===== src/rtl/clk_freq_monitor.sv =====
// rtl/clk_freq_monitor.sv - multi-channel gated toggle counter with range checks and sticky faults
// Toggles are synchronised, edge-counted over a gate window, captured, and range-checked per channel.
module clk_freq_monitor #(
  parameter int NUM_CH      = 4,
  parameter int GATE_CYCLES = 100000,
  parameter int CNT_W       = 24,
  parameter int SYNC_STAGES = 2
) (
  input  logic                      CLK_100MHZ,
  input  logic                      RESET_N,
  input  logic                      ENABLE,
  input  logic [NUM_CH-1:0]         TOGGLE_IN,
  input  logic [NUM_CH*CNT_W-1:0]   MIN_CNT,
  input  logic [NUM_CH*CNT_W-1:0]   MAX_CNT,
  input  logic                      FAULT_CLR,
  output logic [NUM_CH*CNT_W-1:0]   COUNT_OUT,
  output logic                      MEAS_VALID,
  output logic [NUM_CH-1:0]         IN_RANGE,
  output logic [NUM_CH-1:0]         FAULT,
  output logic                      ALL_LOCKED
);
  localparam int                GATE_W    = $clog2(GATE_CYCLES);
  localparam logic [GATE_W-1:0] GATE_LAST = GATE_W'(GATE_CYCLES - 1);
  localparam logic [CNT_W-1:0]  CNT_SAT   = {CNT_W{1'b1}};

  typedef enum logic [1:0] {S_IDLE, S_WARMUP, S_MEASURE} state_t;

  state_t                             state_q;
  logic [GATE_W-1:0]                  gate_q;
  logic [SYNC_STAGES-1:0][NUM_CH-1:0] sync_q;
  logic [NUM_CH-1:0]                  prev_q;
  logic [NUM_CH-1:0][CNT_W-1:0]       cnt_q;
  logic [NUM_CH-1:0][CNT_W-1:0]       count_q;
  logic [NUM_CH-1:0]                  in_range_q;
  logic [NUM_CH-1:0]                  fault_q;
  logic                               meas_valid_q;
  logic                               all_locked_q;

  logic [NUM_CH-1:0]                  sync_out;
  logic [NUM_CH-1:0]                  toggle_edge;
  logic [NUM_CH-1:0][CNT_W-1:0]       cnt_d;
  logic [NUM_CH-1:0]                  in_range_d;

  assign sync_out    = sync_q[SYNC_STAGES-1];
  assign toggle_edge = sync_out ^ prev_q;

  // cnt_d already includes this cycle's edge, so the terminal cycle's transition lands in the closing window
  always_comb begin
    cnt_d      = cnt_q;
    in_range_d = '0;
    for (int i = 0; i < NUM_CH; i++) begin
      if (toggle_edge[i] && (cnt_q[i] != CNT_SAT)) begin
        cnt_d[i] = cnt_q[i] + 1'b1;
      end
      in_range_d[i] = (cnt_d[i] >= MIN_CNT[i*CNT_W +: CNT_W]) &&
                      (cnt_d[i] <= MAX_CNT[i*CNT_W +: CNT_W]);
    end
  end

  always_ff @(posedge CLK_100MHZ or negedge RESET_N) begin
    if (!RESET_N) begin
      state_q      <= S_IDLE;
      gate_q       <= '0;
      sync_q       <= '0;
      prev_q       <= '0;
      cnt_q        <= '0;
      count_q      <= '0;
      in_range_q   <= '0;
      fault_q      <= '0;
      meas_valid_q <= 1'b0;
      all_locked_q <= 1'b0;
    end else begin
      sync_q       <= {sync_q[SYNC_STAGES-2:0], TOGGLE_IN};
      prev_q       <= sync_out;
      meas_valid_q <= 1'b0;
      if (FAULT_CLR) begin
        fault_q <= '0;
      end
      if (!ENABLE) begin
        state_q      <= S_IDLE;
        gate_q       <= '0;
        cnt_q        <= '0;
        all_locked_q <= 1'b0;
      end else begin
        case (state_q)
          S_IDLE: begin
            state_q <= S_WARMUP;
            gate_q  <= '0;
            cnt_q   <= '0;
          end
          default: begin
            if (gate_q == GATE_LAST) begin
              gate_q  <= '0;
              cnt_q   <= '0;
              state_q <= S_MEASURE;
              if (state_q == S_MEASURE) begin
                count_q      <= cnt_d;
                in_range_q   <= in_range_d;
                fault_q      <= (FAULT_CLR ? '0 : fault_q) | ~in_range_d;
                meas_valid_q <= 1'b1;
                all_locked_q <= &in_range_d;
              end
            end else begin
              gate_q <= gate_q + 1'b1;
              cnt_q  <= cnt_d;
            end
          end
        endcase
      end
    end
  end

  assign COUNT_OUT  = count_q;
  assign MEAS_VALID = meas_valid_q;
  assign IN_RANGE   = in_range_q;
  assign FAULT      = fault_q;
  assign ALL_LOCKED = all_locked_q;

endmodule


===== config.mk =====
export PLATFORM = sky130hd
export DESIGN_NAME = clk_freq_monitor
export DESIGN_NICKNAME = d
export VERILOG_FILES = /design/src/rtl/clk_freq_monitor.sv
export SDC_FILE = /design/constraint.sdc
export NUM_CORES = 1
export LEC_CHECK = 0
export CORE_MARGIN = 2
export CORE_UTILIZATION = 40
export CTS_BUF_LIST = sky130_fd_sc_hd__clkbuf_8
export CTS_CLUSTER_DIAMETER = 100
export DETAILED_ROUTE_END_ITERATION = 8
export PLACE_DENSITY_LB_ADDON = 0.1
export SLEW_MARGIN = 10
export SYNTH_ARGS = -nofsm -noshare
export SYNTH_HDL_FRONTEND = slang
export SYNTH_SLANG_ARGS = --single-unit

===== constraint.sdc =====
create_clock -name CLK_100MHZ -period 4.7 [get_ports CLK_100MHZ]
set_input_delay 0.47 -clock CLK_100MHZ [delete_from_list [all_inputs] [get_ports CLK_100MHZ]]
set_output_delay 0.47 -clock CLK_100MHZ [all_outputs]
set_load 0.05 [all_outputs]

* Yosys cells after proc, flatten, opt, wreduce, memory -nomap -nowiden *
Index checks and enable logic that the tools add are counted.

storage, ports and cells
  word-level logic and storage cells = 82
  flip-flop bits (word level) = 233
  bits of input ports = 200
  output and inout bits = 106

cells by class
  $lt $le $gt $ge = 8
  reductions and logical operators = 12
  $add $sub $neg = 5
  equal/unequal tests = 10
  bitwise operators = 4
  multiplexer cells = 26

operators by type and width
  operator                 number
  $mux W96                 3
  $add A24 B1 Y24 const B  4
  $ge A24 B24 Y1           4
  $le A24 B24 Y1           4
  $mux W24                 4
  $ne A24 B24 Y1 const B   4
  $mux W17                 3
  $mux W4                  5
  $add A17 B1 Y17 const B  1
  $eq A17 B17 Y1 const B   1
  $logic_and A1 B1 Y1      8
  $mux W1                  8
  $reduce_and A4 Y1        2
  $mux W2                  3
  $ne A2 B1 Y1 const B     2
  $not A4 Y4               1
  $or A4 B4 Y4             1
  $xor A4 B4 Y4            1
  $ne A3 B1 Y1 const B     1
  $reduce_and A3 Y1        1
  $eq A2 B2 Y1 const B     1
  $logic_not A2 Y1         1
  $ne A2 B2 Y1 const B     1
  $not A1 Y1               1

* Longest topological paths before layout *
Gate-level depths: netlist (run 1).

  word-level depth = 11
  depth in mapped cells = 18
  gate-level depth less buffers = 17

* Worst setup path before layout (run 1) *
No wires, ideal clock.

  path kind = register to register
  start point = reg cnt_q[56] (netlist name)
  end point = reg all_locked_q (netlist: ALL_LOCKED)
  stages on the path, launching flop included = 17
  library setup time = 0.110 ns
  data required time = 4.590 ns
  arrival = 3.590 ns
  path slack = 1.000 ns
  path buffers = 0
  path through = dfrtp_1 > nand3_2 > nor4_1 > and3_1 > nand2_1 > o31ai_4 > nor3_1 > xnor2_1 > inv_1 > ha_1 > a21o_1 > a221o_1 > a221oi_1 > o211ai_1 > o31ai_1 > o21ai_0 > o41ai_1

RTL lines
  item                    RTL line  source
  start, declared         32        logic [NUM_CH-1:0][CNT_W-1:0] cnt_q;
  start signal, assigned  105       cnt_q <= cnt_d;
  end signal, assigned    101       all_locked_q <= &in_range_d;
  end, declared           37        logic all_locked_q;

==> results of run 1 <==
-- flip-flops by register name, summed over array words and instances (netlist names) --
register    cells
ALL_LOCKED      1
COUNT_OUT      96
FAULT           4
IN_RANGE        4
MEAS_VALID      1
cnt_q          96
gate_q         17
prev_q          4
state_q         2
sync_out        4
sync_q          4
-- cells in the mapped netlist, drive strengths merged, types with 3 or more instances --
cell and number:
nand4 65, xor2 48, dfrtp 233, and3 14
xnor2 61, o31ai 5, or3 6, nand3 51
o21a 4, a221oi 5, a21o 36, and4 6
ha 197, nor4 14, a22o 3, a211oi 10
a2111oi 4, nand2 171, nor2 175, inv 294
a21oi 64, mux2i 4, and2 5, clkbuf 37
nor2b 5, o211ai 6, nand2b 7, nor3 23
o21ai 125
-- final timing paths --
| path | startpoint | slack (ps) | to |
|---|---|---|---|
| worst max-delay path | cnt_q[37] | 340 | ALL_LOCKED |
| worst max register to register | cnt_q[37] | 340 | ALL_LOCKED |
| worst min-delay path | sync_q[2] | 350 | sync_out[2] |
| min in group asynchronous | RESET_N | 480 | COUNT_OUT[15] |
| worst min register to register | sync_q[2] | 350 | sync_out[2] |
| max in group asynchronous | RESET_N | 3100 | COUNT_OUT[48] |
-- metal layers --
| metal | vias to the layer above | GRT usage | wire, um |
|---|---|---|---|
| met1 | 5773 | 0.2701 | 18200 |
| li1 | 6329 | - | - |
| met3 | 56 | 0.04057 | 1905 |
| met5 | - | 0 | 26 |
| met4 | 4 | 0.05668 | 835 |
| met2 | 234 | 0.3445 | 18470 |
-- critical path, delay by kind of cell (launching register included) --
family                   cells  cell delay (ps)
AO/OA/AOI/OAI                5             1420
buffers and inverters        2              290
XOR/XNOR                     1              280
AND/OR/NAND/NOR              8             1510
flip-flops                   1              420
adder cells (fa/ha/maj)      1              310
-- cell families (layout without fill, tap and decap cells) --
| group | count (synthesis) | count (layout) | share of synthesized area |
|---|---|---|---|
| muxes | 4 | 4 | 0.002721 |
| adders and majority gates | 197 | 197 | 0.1675 |
| other | 0 | 1 | 0 |
| DFF | 233 | 233 | 0.3962 |
| buffers and inverters | 332 | 702 | 0.08494 |
| and+or+nand+nor | 545 | 545 | 0.1716 |
| xor gates and xnor gates | 109 | 109 | 0.06539 |
| AOI/OAI and AO/OA | 275 | 275 | 0.1116 |
-- per-stage QoR --
| step | worst slack, ps | instances | total power, mW | utilization |
|---|---|---|---|---|
| final | 337.4 | 2534 | 4.624 | 0.5330 |
| after global routing | 9.842 | 2534 | 4.838 | 0.5330 |
| after CTS | 109.4 | 2531 | 4.703 | 0.5320 |
| after detailed placement | 192.6 | 2454 | 2.496 | 0.5056 |
| after global placement | 229.8 | 2454 | 2.488 | 0.5056 |
| after floorplan | 1000 | 1695 | 2.224 | - |
-- cell usage in the layout (no fill, tap or decap), drive strengths merged, types with 3 or more instances in the layout --
cell type	count
buf	27
nor4	14
o21a	4
a221oi	5
ha	197
xor2	48
bufinv	3
o21ai	125
o31ai	5
and3	14
nand2b	7
clkinv	8
nand2	171
nor2	175
nor2b	5
nor3	23
nand3	51
xnor2	61
a2111oi	4
mux2i	4
inv	301
and2	5
dfrtp	233
a22o	3
clkdlybuf4s50	304
a21oi	64
and4	6
or3	6
o211ai	6
clkbuf	58
a21o	36
a211oi	10
nand4	65
-- power by group --
group / switching [mW] / internal, mW
Combinational: 0.204 / 0.232
Clock: 0.901 / 1.26
Sequential: 0.00687 / 2.02
Total: 1.11 / 3.51
-- final cells by class --
type | instances | area, um^2
multi-input combinational | 1130 | 7666
sequential | 233 | 5831
tap | 468 | 585.6
clock inverter | 18 | 156.4
inverter | 294 | 1104
antenna | 1 | 2.502
clock buffer | 58 | 798.3
fill | 3457 | 17020
timing repair buffer | 332 | 3276
-- what timing repair did --
| action | CTS | global route |
|---|---|---|
| setup endpoints to repair | 0 | 3 |
| setup buffers | 0 | 2 |
| hold buffers | 1 | 0 |
| endpoints found under the hold margin | 80 | 0 |
| resized for setup | 0 | 4 |
==> results.sh, run 1 <==
export IMPL_status="finished clean"
export IMPL_fin_setup_tns_ps=0
export IMPL_critPathKind="register to register"
export IMPL_initial_core_util=0.4039
export IMPL_synth_cells=1695
export IMPL_layout_drive_gt1_share=0.05617
export IMPL_cp_end_kind="register"
export IMPL_antenna_found_initial=3
export IMPL_vdd_drop_max_uv=246.4
export IMPL_path_clk_slew_ps=60
export IMPL_dr_total_vias=12396
export IMPL_critPathMaxStageDelay_ps=430
export IMPL_period_minus_slack_ps=4363
export IMPL_start_kind="register"
export IMPL_min_path_type="register to register"
export IMPL_design_area_um2=19420
export IMPL_num_rows=70
export IMPL_die_h_um=195.8
export IMPL_placed_cell_area_um2=18420
export IMPL_die_area_um2=38340
export IMPL_port_buffers=305
export IMPL_avgSynthCellArea_um2=8.682
export IMPL_ant_nets=0
export IMPL_ys_seq_elements=233
export IMPL_period_share=0.9282
export IMPL_routed_wl_mm=39.43
export IMPL_hpwl_mm=30.49
export IMPL_numCtsBuffers=44
export IMPL_max_cap_violations=0
export IMPL_min_path_cells=0
export IMPL_drc=0
export IMPL_synthFlopType="dfrtp_1"
export IMPL_grt_pass1_vias=12696
export IMPL_drt_iter0_drc=465
export IMPL_timing_fmax_mhz=229.2
export IMPL_grt_overflow=0
export IMPL_syn_nets=2092
export IMPL_ys_warn_count=0
export IMPL_via_per_inst=4.892
export IMPL_required_ps=5140
export IMPL_synth_edf_count=0
export IMPL_yosys_top_cells_area="dfrtp_1, ha_1, inv_1"
export IMPL_crit_fanout=5
export IMPL_core_um2=36430
export IMPL_syn2layout_area_growth_pct=31.96
export IMPL_grt_pass1_wl_mm=63.93
export IMPL_gp_congestion=0.8401
export IMPL_finalClockSkew_ps=30.70
export IMPL_finalSetupViolCount=0
export IMPL_syn_cell_area_um2=14720
export IMPL_rsz0062_at_grt="no"
export IMPL_r2r_cells=17
export IMPL_wire_per_inst_um=15.56
export IMPL_htreeDepth=2
export IMPL_powerDensity_nw_per_um2=238.1
export IMPL_cts_tree="done"
export IMPL_synth_top_area_frac=0.3962
export IMPL_async_reset_ff_frac=1.000
export IMPL_clock_sinks=233
export IMPL_cts_root_buffer="clkbuf_8"
export IMPL_grt_max_degree=117
export IMPL_nNetsFinal=2432
export IMPL_finalMaxSlewViolations=0
export IMPL_io_pins=306
export IMPL_finalHoldViolCount=0
export IMPL_p_leak_nw=10.16
export IMPL_arrival_ps=4800
export IMPL_ys_types=57
export IMPL_die_w_um=195.8
export IMPL_crit_path_frequent_cell="nand2_1"
export IMPL_cp_slowest_cell="or3_4"
export IMPL_cts_buffer_depth=3
export IMPL_relSlewSlack=0.4289
export IMPL_synth_seq_area_share=0.3962
export IMPL_track_usage=0.2052
export IMPL_path_cells="and4_4 -> nand4_4 -> or3_4 -> o31a_1 -> and3_4 -> nand2_1 -> xor2_1 -> inv_1 -> ha_1 -> nand3_1 -> o31ai_1 -> a21oi_1 -> o21a_1 -> nor3_2 -> buf_4 -> nand2_1 -> o41ai_1"
export IMPL_max_slew_worst_pin_slew_ps=856.7
export IMPL_yosysTopAreaCell="dfrtp_1"
export IMPL_clkLatencyLatePin_ps=560
export IMPL_holdWs_ps=347.6
export IMPL_drt_first_pass_iters=5
Power figures use the tool's default switching activity.
==> inputs of run 2 (changes only) <==
--- a/config.mk
+++ b/config.mk
@@ -7,2 +7,3 @@
 export LEC_CHECK = 0
+export CAP_MARGIN = 20
 export CORE_MARGIN = 2
==> constraint.sdc (replaced) <==
create_clock -name CLK_100MHZ -period 4.7 [get_ports CLK_100MHZ]
set_input_delay 0.705 -clock CLK_100MHZ [delete_from_list [all_inputs] [get_ports CLK_100MHZ]]
set_output_delay 0.705 -clock CLK_100MHZ [all_outputs]
set_load 0.05 [all_outputs]
==> run 2 against run 1 <==
Against the previous run: global-route usage grew 0.42 points; register-to-register slack hardly changed; largest power group unchanged; highest routed layer unchanged; critical endpoint unchanged; die area unchanged.
==> results.sh, run 2 (same netlist as run 1, synthesis figures left out) <==
export IMPL_grt_overflow=0
export IMPL_p_leak_nw=10.17
export IMPL_finalSetupViolCount=0
export IMPL_placed_cell_area_um2=18400
export IMPL_powerDensity_nw_per_um2=239.1
export IMPL_finalHoldViolCount=0
export IMPL_cts_hold_buf=0
export IMPL_vdd_drop_max_uv=262.6
export IMPL_critPathMaxStageDelay_ps=430
export IMPL_finalMaxSlewViolations=0
export IMPL_start_kind="register"
export IMPL_initial_core_util=0.4039
export IMPL_final_seq_area_um2=5831
export IMPL_nNetsFinal=2430
export IMPL_design_area_um2=19430
export IMPL_path_cells="and4_4 -> nand4_4 -> or3_4 -> o31a_1 -> and3_4 -> nand2_1 -> xor2_1 -> inv_1 -> ha_1 -> nand4_1 -> a21oi_1 -> o311ai_0 -> a21oi_1 -> nor3_2 -> buf_4 -> nand2_1 -> o41ai_1"
export IMPL_cp_top_family="simple AND/OR/NAND/NOR gates"
export IMPL_die_w_um=195.8
export IMPL_cts_buffer_depth=3
export IMPL_antenna_found_initial=2
export IMPL_drt_first_pass_iters=8
export IMPL_hpwl_mm=30.93
export IMPL_die_area_um2=38340
export IMPL_clock_sinks=233
export IMPL_core_um2=36430
export IMPL_cts_root_buffer="clkbuf_8"
export IMPL_max_slew_worst_pin_slew_ps=908.5
export IMPL_setup_ws_ps=344.7
export IMPL_min_path_type="primary input to asynchronous set/reset pin"
export IMPL_via_per_inst=4.945
export IMPL_status="finished clean"
export IMPL_cts_tree="done"
export IMPL_crit_fanout=4
export IMPL_path_clk_slew_ps=60
export IMPL_arrival_ps=4820
export IMPL_timing_fmax_mhz=229.6
export IMPL_cp_slowest_cell="or3_4"
export IMPL_relSlewSlack=0.3943
export IMPL_wire_per_inst_um=15.73
export IMPL_layout_common_cells="inv_1, clkdlybuf4s50_1, dfrtp_1"
export IMPL_ant_nets=0
export IMPL_layout_drive_gt1_share=0.05574
export IMPL_grt_max_degree=97
export IMPL_routed_wl_mm=39.82
export IMPL_rsz0062_at_grt="no"
export IMPL_io_pins=306
export IMPL_fin_setup_tns_ps=0
export IMPL_path_buf_inv=2
export IMPL_max_cap_violations=0
export IMPL_period_minus_slack_ps=4355
export IMPL_r2r_slack_ps=340
export IMPL_grt_pass1_wl_mm=64.65
export IMPL_final_common_cell="inv_1"
export IMPL_dr_total_vias=12517
export IMPL_dp_slack_ps=109.0
export IMPL_required_ps=5170
export IMPL_drt_iter0_drc=590
export IMPL_clkLatencyLatePin_ps=580
export IMPL_final_fill_count=3397
export IMPL_gp_congestion=0.8621
export IMPL_track_usage=0.2094
export IMPL_period_share=0.9267
export IMPL_syn2layout_area_growth_pct=32.03
export IMPL_num_rows=70
export IMPL_cp_end_kind="register"
export IMPL_diodes=0
export IMPL_htreeDepth=2
export IMPL_port_buffers=305
export IMPL_drc=0
export IMPL_grt_pass1_vias=12884
export IMPL_critPathKind="register to register"
export IMPL_numCtsBuffers=45
export IMPL_die_h_um=195.8
export IMPL_multiInputGateArea_um2=7696
export IMPL_finalClockSkew_ps=20.37
[run 2: cell count changes in the layout (fill, tap and decap cells not counted), sizes merged]
cell / change
bufinv: +1
buf: -2
clkbuf: -2
inv: +4
dlygate4sd3: -1
diode: -1
clkinv: -2
[run 2: final timing paths]
| kind | startpoint | endpoint | depth (start not counted) |
|---|---|---|---|
| worst min register to register | sync_q[3] | sync_out[3] | 0 |
| worst max-delay path | cnt_q[39] | ALL_LOCKED | 17 |
| max in group asynchronous | RESET_N | COUNT_OUT[91] | 2 |
| worst min-delay path | RESET_N | COUNT_OUT[16] | 1 |
| worst max register to register | cnt_q[39] | ALL_LOCKED | 17 |
| min in group CLK_100MHZ | sync_q[3] | sync_out[3] | 0 |
[run 2: per-layer routing]
layer | global-route usage | vias up | part of all wire
met3 | 0.04521 | 89 | 0.057
li1 | - | 6314 | -
met5 | 0 | - | 0.00058
met2 | 0.3453 | 299 | 0.46
met4 | 0.08249 | 4 | 0.032
met1 | 0.2689 | 5811 | 0.45
[run 2: timing repair]
| item | CTS | global route |
|---|---|---|
| setup buffers | 0 | 3 |
| gates resized for setup | 0 | 9 |
| endpoints found under the hold margin | 0 | 0 |
| setup endpoints to repair | 0 | 3 |
[run 2: metrics by stage]
step,power (mW),hold WS [ps],instances,util
floorplan,2.224,331.2,1695,-
global placement,2.487,334.3,2451,0.5049
detailed placement,2.496,336.3,2451,0.5049
CTS,4.734,148.2,2528,0.5314
global route,4.870,184.1,2531,0.5332
finish,4.646,128.4,2531,0.5332
[run 2: area by class of cell]
cell class	instances	share of cell area
multi-input cells	1130	0.3961
clock buffers	56	0.03967
repair buffers	329	0.1673
clock inverters	21	0.009853
inverters	294	0.05680
well taps	468	0.03014
flip-flops and latches	233	0.3001
[run 2: power by group]
part | switching [mW] | internal [mW]
registers | 0.00704 | 2.02
logic | 0.204 | 0.231
clock network | 0.901 | 1.29
==> inputs of run 3 (changes only) <==
clock period = 3.7 ns   (was 4.7 ns; I/O delays follow)
==> run 3 against run 2 <==
Against the previous run: the flow now finishes with violations (negative hold slack, negative setup slack); highest routed layer unchanged; routed wire length is 8.5% higher; worst hold slack worse by 140 ps; sequential cell count unchanged; largest power group unchanged; final cell count increased by 11%; critical path type unchanged; power rose by 25%; via count is 9.2% higher; clock skew is 4.1 ps higher; count of clock-buffer cells in the layout fell by 2; global-route usage rose by 0.84 points; die area unchanged; register-to-register slack got worse by 440 ps.
==> results.sh, run 3 (same netlist as run 1, synthesis figures left out) <==
export IMPL_status="finished with violations"
export IMPL_violations="negative hold slack, negative setup slack"
export IMPL_cp_end_kind="register"
export IMPL_grt_max_degree=105
export IMPL_path_cells="and4_4 -> nand4_1 -> buf_4 -> nor4_4 -> buf_4 -> a21o_1 -> buf_4 -> nor2_1 -> xnor2_1 -> inv_1 -> ha_1 -> a21o_1 -> a21o_1 -> a21oi_1 -> o21ai_1 -> a211oi_2 -> o22ai_4 -> o41ai_2"
export IMPL_vdd_drop_max_uv=259.5
export IMPL_cts_tree="done"
export IMPL_start_kind="register"
export IMPL_critPathKind="register to register"
export IMPL_final_fill_count=3160
export IMPL_gp_congestion=0.8779
export IMPL_die_h_um=195.8
export IMPL_arrival_ps=4230
export IMPL_crit_fanout=4
export IMPL_hpwl_mm=32.45
export IMPL_io_pins=306
export IMPL_cell_internal_pwr_mw=4.383
export IMPL_via_per_inst=4.860
export IMPL_finalHoldViolCount=3
export IMPL_track_usage=0.2178
export IMPL_cp_depth=18
export IMPL_finalClockSkew_ps=24.45
export IMPL_nNetsFinal=2708
export IMPL_required_ps=4130
export IMPL_routed_wl_mm=43.19
export IMPL_final_seq_area_um2=5831
export IMPL_powerDensity_nw_per_um2=257.4
export IMPL_wire_per_inst_um=15.36
export IMPL_grt_pass1_wl_mm=68.10
export IMPL_drt_iter0_drc=609
export IMPL_rsz0062_at_grt="yes"
export IMPL_finalSetupViolCount=2
export IMPL_multiInputGateArea_um2=8743
export IMPL_htreeDepth=2
export IMPL_dr_total_vias=13672
export IMPL_drt_first_pass_iters=5
export IMPL_port_buffers=305
export IMPL_cp_top_family="compound AO/OA/AOI/OAI gates"
export IMPL_cts_hold_buf=0
export IMPL_design_area_um2=22590
export IMPL_die_area_um2=38340
export IMPL_syn2layout_area_growth_pct=53.52
export IMPL_path_clk_slew_ps=60
export IMPL_min_path_type="primary input to asynchronous set/reset pin"
export IMPL_p_clk_frac=0.446
export IMPL_cts_root_buffer="clkbuf_8"
export IMPL_num_rows=70
export IMPL_clkLatencyLatePin_ps=550
export IMPL_dp_slack_ps=-301.8
export IMPL_drc=0
export IMPL_p_switching_mw=1.433
export IMPL_layout_drive_gt1_share=0.2346
export IMPL_period_minus_slack_ps=3796
export IMPL_setup_ws_ps=-95.98
export IMPL_layout_common_cells="clkdlybuf4s50_1, buf_4, inv_1"
export IMPL_grt_overflow=0
export IMPL_initial_core_util=0.4039
export IMPL_placed_cell_area_um2=20120
export IMPL_path_buf_inv=4
export IMPL_die_w_um=195.8
export IMPL_r2r_cells=18
export IMPL_clock_sinks=233
export IMPL_core_um2=36430
export IMPL_timing_fmax_mhz=263.4
export IMPL_cts_buffer_depth=3
export IMPL_max_cap_violations=0
export IMPL_cp_slowest_cell="dfrtp_1"
export IMPL_finalMaxSlewViolations=0
export IMPL_period_share=1.026
export IMPL_numCtsBuffers=44
export IMPL_stdcell_count=2813
export IMPL_placed_cells=2676
export IMPL_p_leak_nw=11.68
export IMPL_seqPwrFrac=0.442
export IMPL_combPwrFrac=0.112
export IMPL_antenna_found_initial=3
export IMPL_max_slew_worst_pin_slew_ps=937.0
export IMPL_switching_share=0.2464
export IMPL_critPathMaxStageDelay_ps=360
export IMPL_ant_nets=0
export IMPL_holdWs_ps=-14.76
export IMPL_final_common_cell="clkdlybuf4s50_1"
export IMPL_relSlewSlack=0.3753
export IMPL_fin_setup_tns_ps=-181.6
export IMPL_grt_pass1_vias=13947
[run 3: cell types whose count changed in the layout (fill, tap and decap cells not counted), sizes merged]
cell      previous run  this run
clkinvlp             0         1
clkbuf              56        54
clkinv               6        13
diode                0         1
buf                 25       304
bufinv               4         2
inv                305       303
[run 3: power by group through the flow]
stage	clock network [mW]	logic (mW)	registers, mW
finish	2.60	0.650	2.57
global route	2.80	0.727	2.57
CTS	2.69	0.627	2.57
detailed placement	0	0.603	2.61
global placement	0	0.591	2.61
floorplan	0	0.211	2.61
[run 3: routing by layer]
| layer | share of wire | global-route usage | routed length [um] |
|---|---|---|---|
| met5 | 0.00046 | 0 | 20 |
| met3 | 0.048 | 0.03954 | 2057 |
| met4 | 0.028 | 0.06987 | 1213 |
| met2 | 0.48 | 0.3679 | 20580 |
| met1 | 0.45 | 0.2836 | 19320 |
[run 3: metrics by stage]
stage	hold WS, ps	total power [mW]	utilization
floorplan	259.4	2.826	-
global placement	333.3	3.204	0.5523
detailed placement	334.7	3.218	0.5523
CTS	13.56	5.882	0.5890
global route	39.25	6.094	0.6200
finish	-14.76	5.816	0.6201
[run 3: repair_timing]
item / CTS / global route
buffers inserted: 19 / 40
pin swaps: 42 / 79
gates resized for setup: 57 / 154
endpoints found under the setup margin: 9 / 9
[run 3: final timing paths]
kind | from | end | slack, ps
worst max-delay path | cnt_q[85] | ALL_LOCKED | -100
worst min-delay path | RESET_N | COUNT_OUT[15] | -10
worst max register to register | cnt_q[85] | ALL_LOCKED | -100
worst min register to register | sync_q[3] | sync_out[3] | 350
max in group asynchronous | RESET_N | COUNT_OUT[60] | 2820
min in group CLK_100MHZ | sync_q[3] | sync_out[3] | 350
[run 3: cell type report]
| cell class | instances | area share |
|---|---|---|
| Inverter | 294 | 0.04885 |
| Clock inverter | 25 | 0.007366 |
| Tap cell | 468 | 0.02592 |
| Timing Repair Buffer | 608 | 0.2398 |
| Multi-Input combinational cell | 1130 | 0.3870 |
| Sequential cell | 233 | 0.2581 |
| Clock buffer | 54 | 0.03290 |
| Antenna cell | 1 | 0.0001108 |
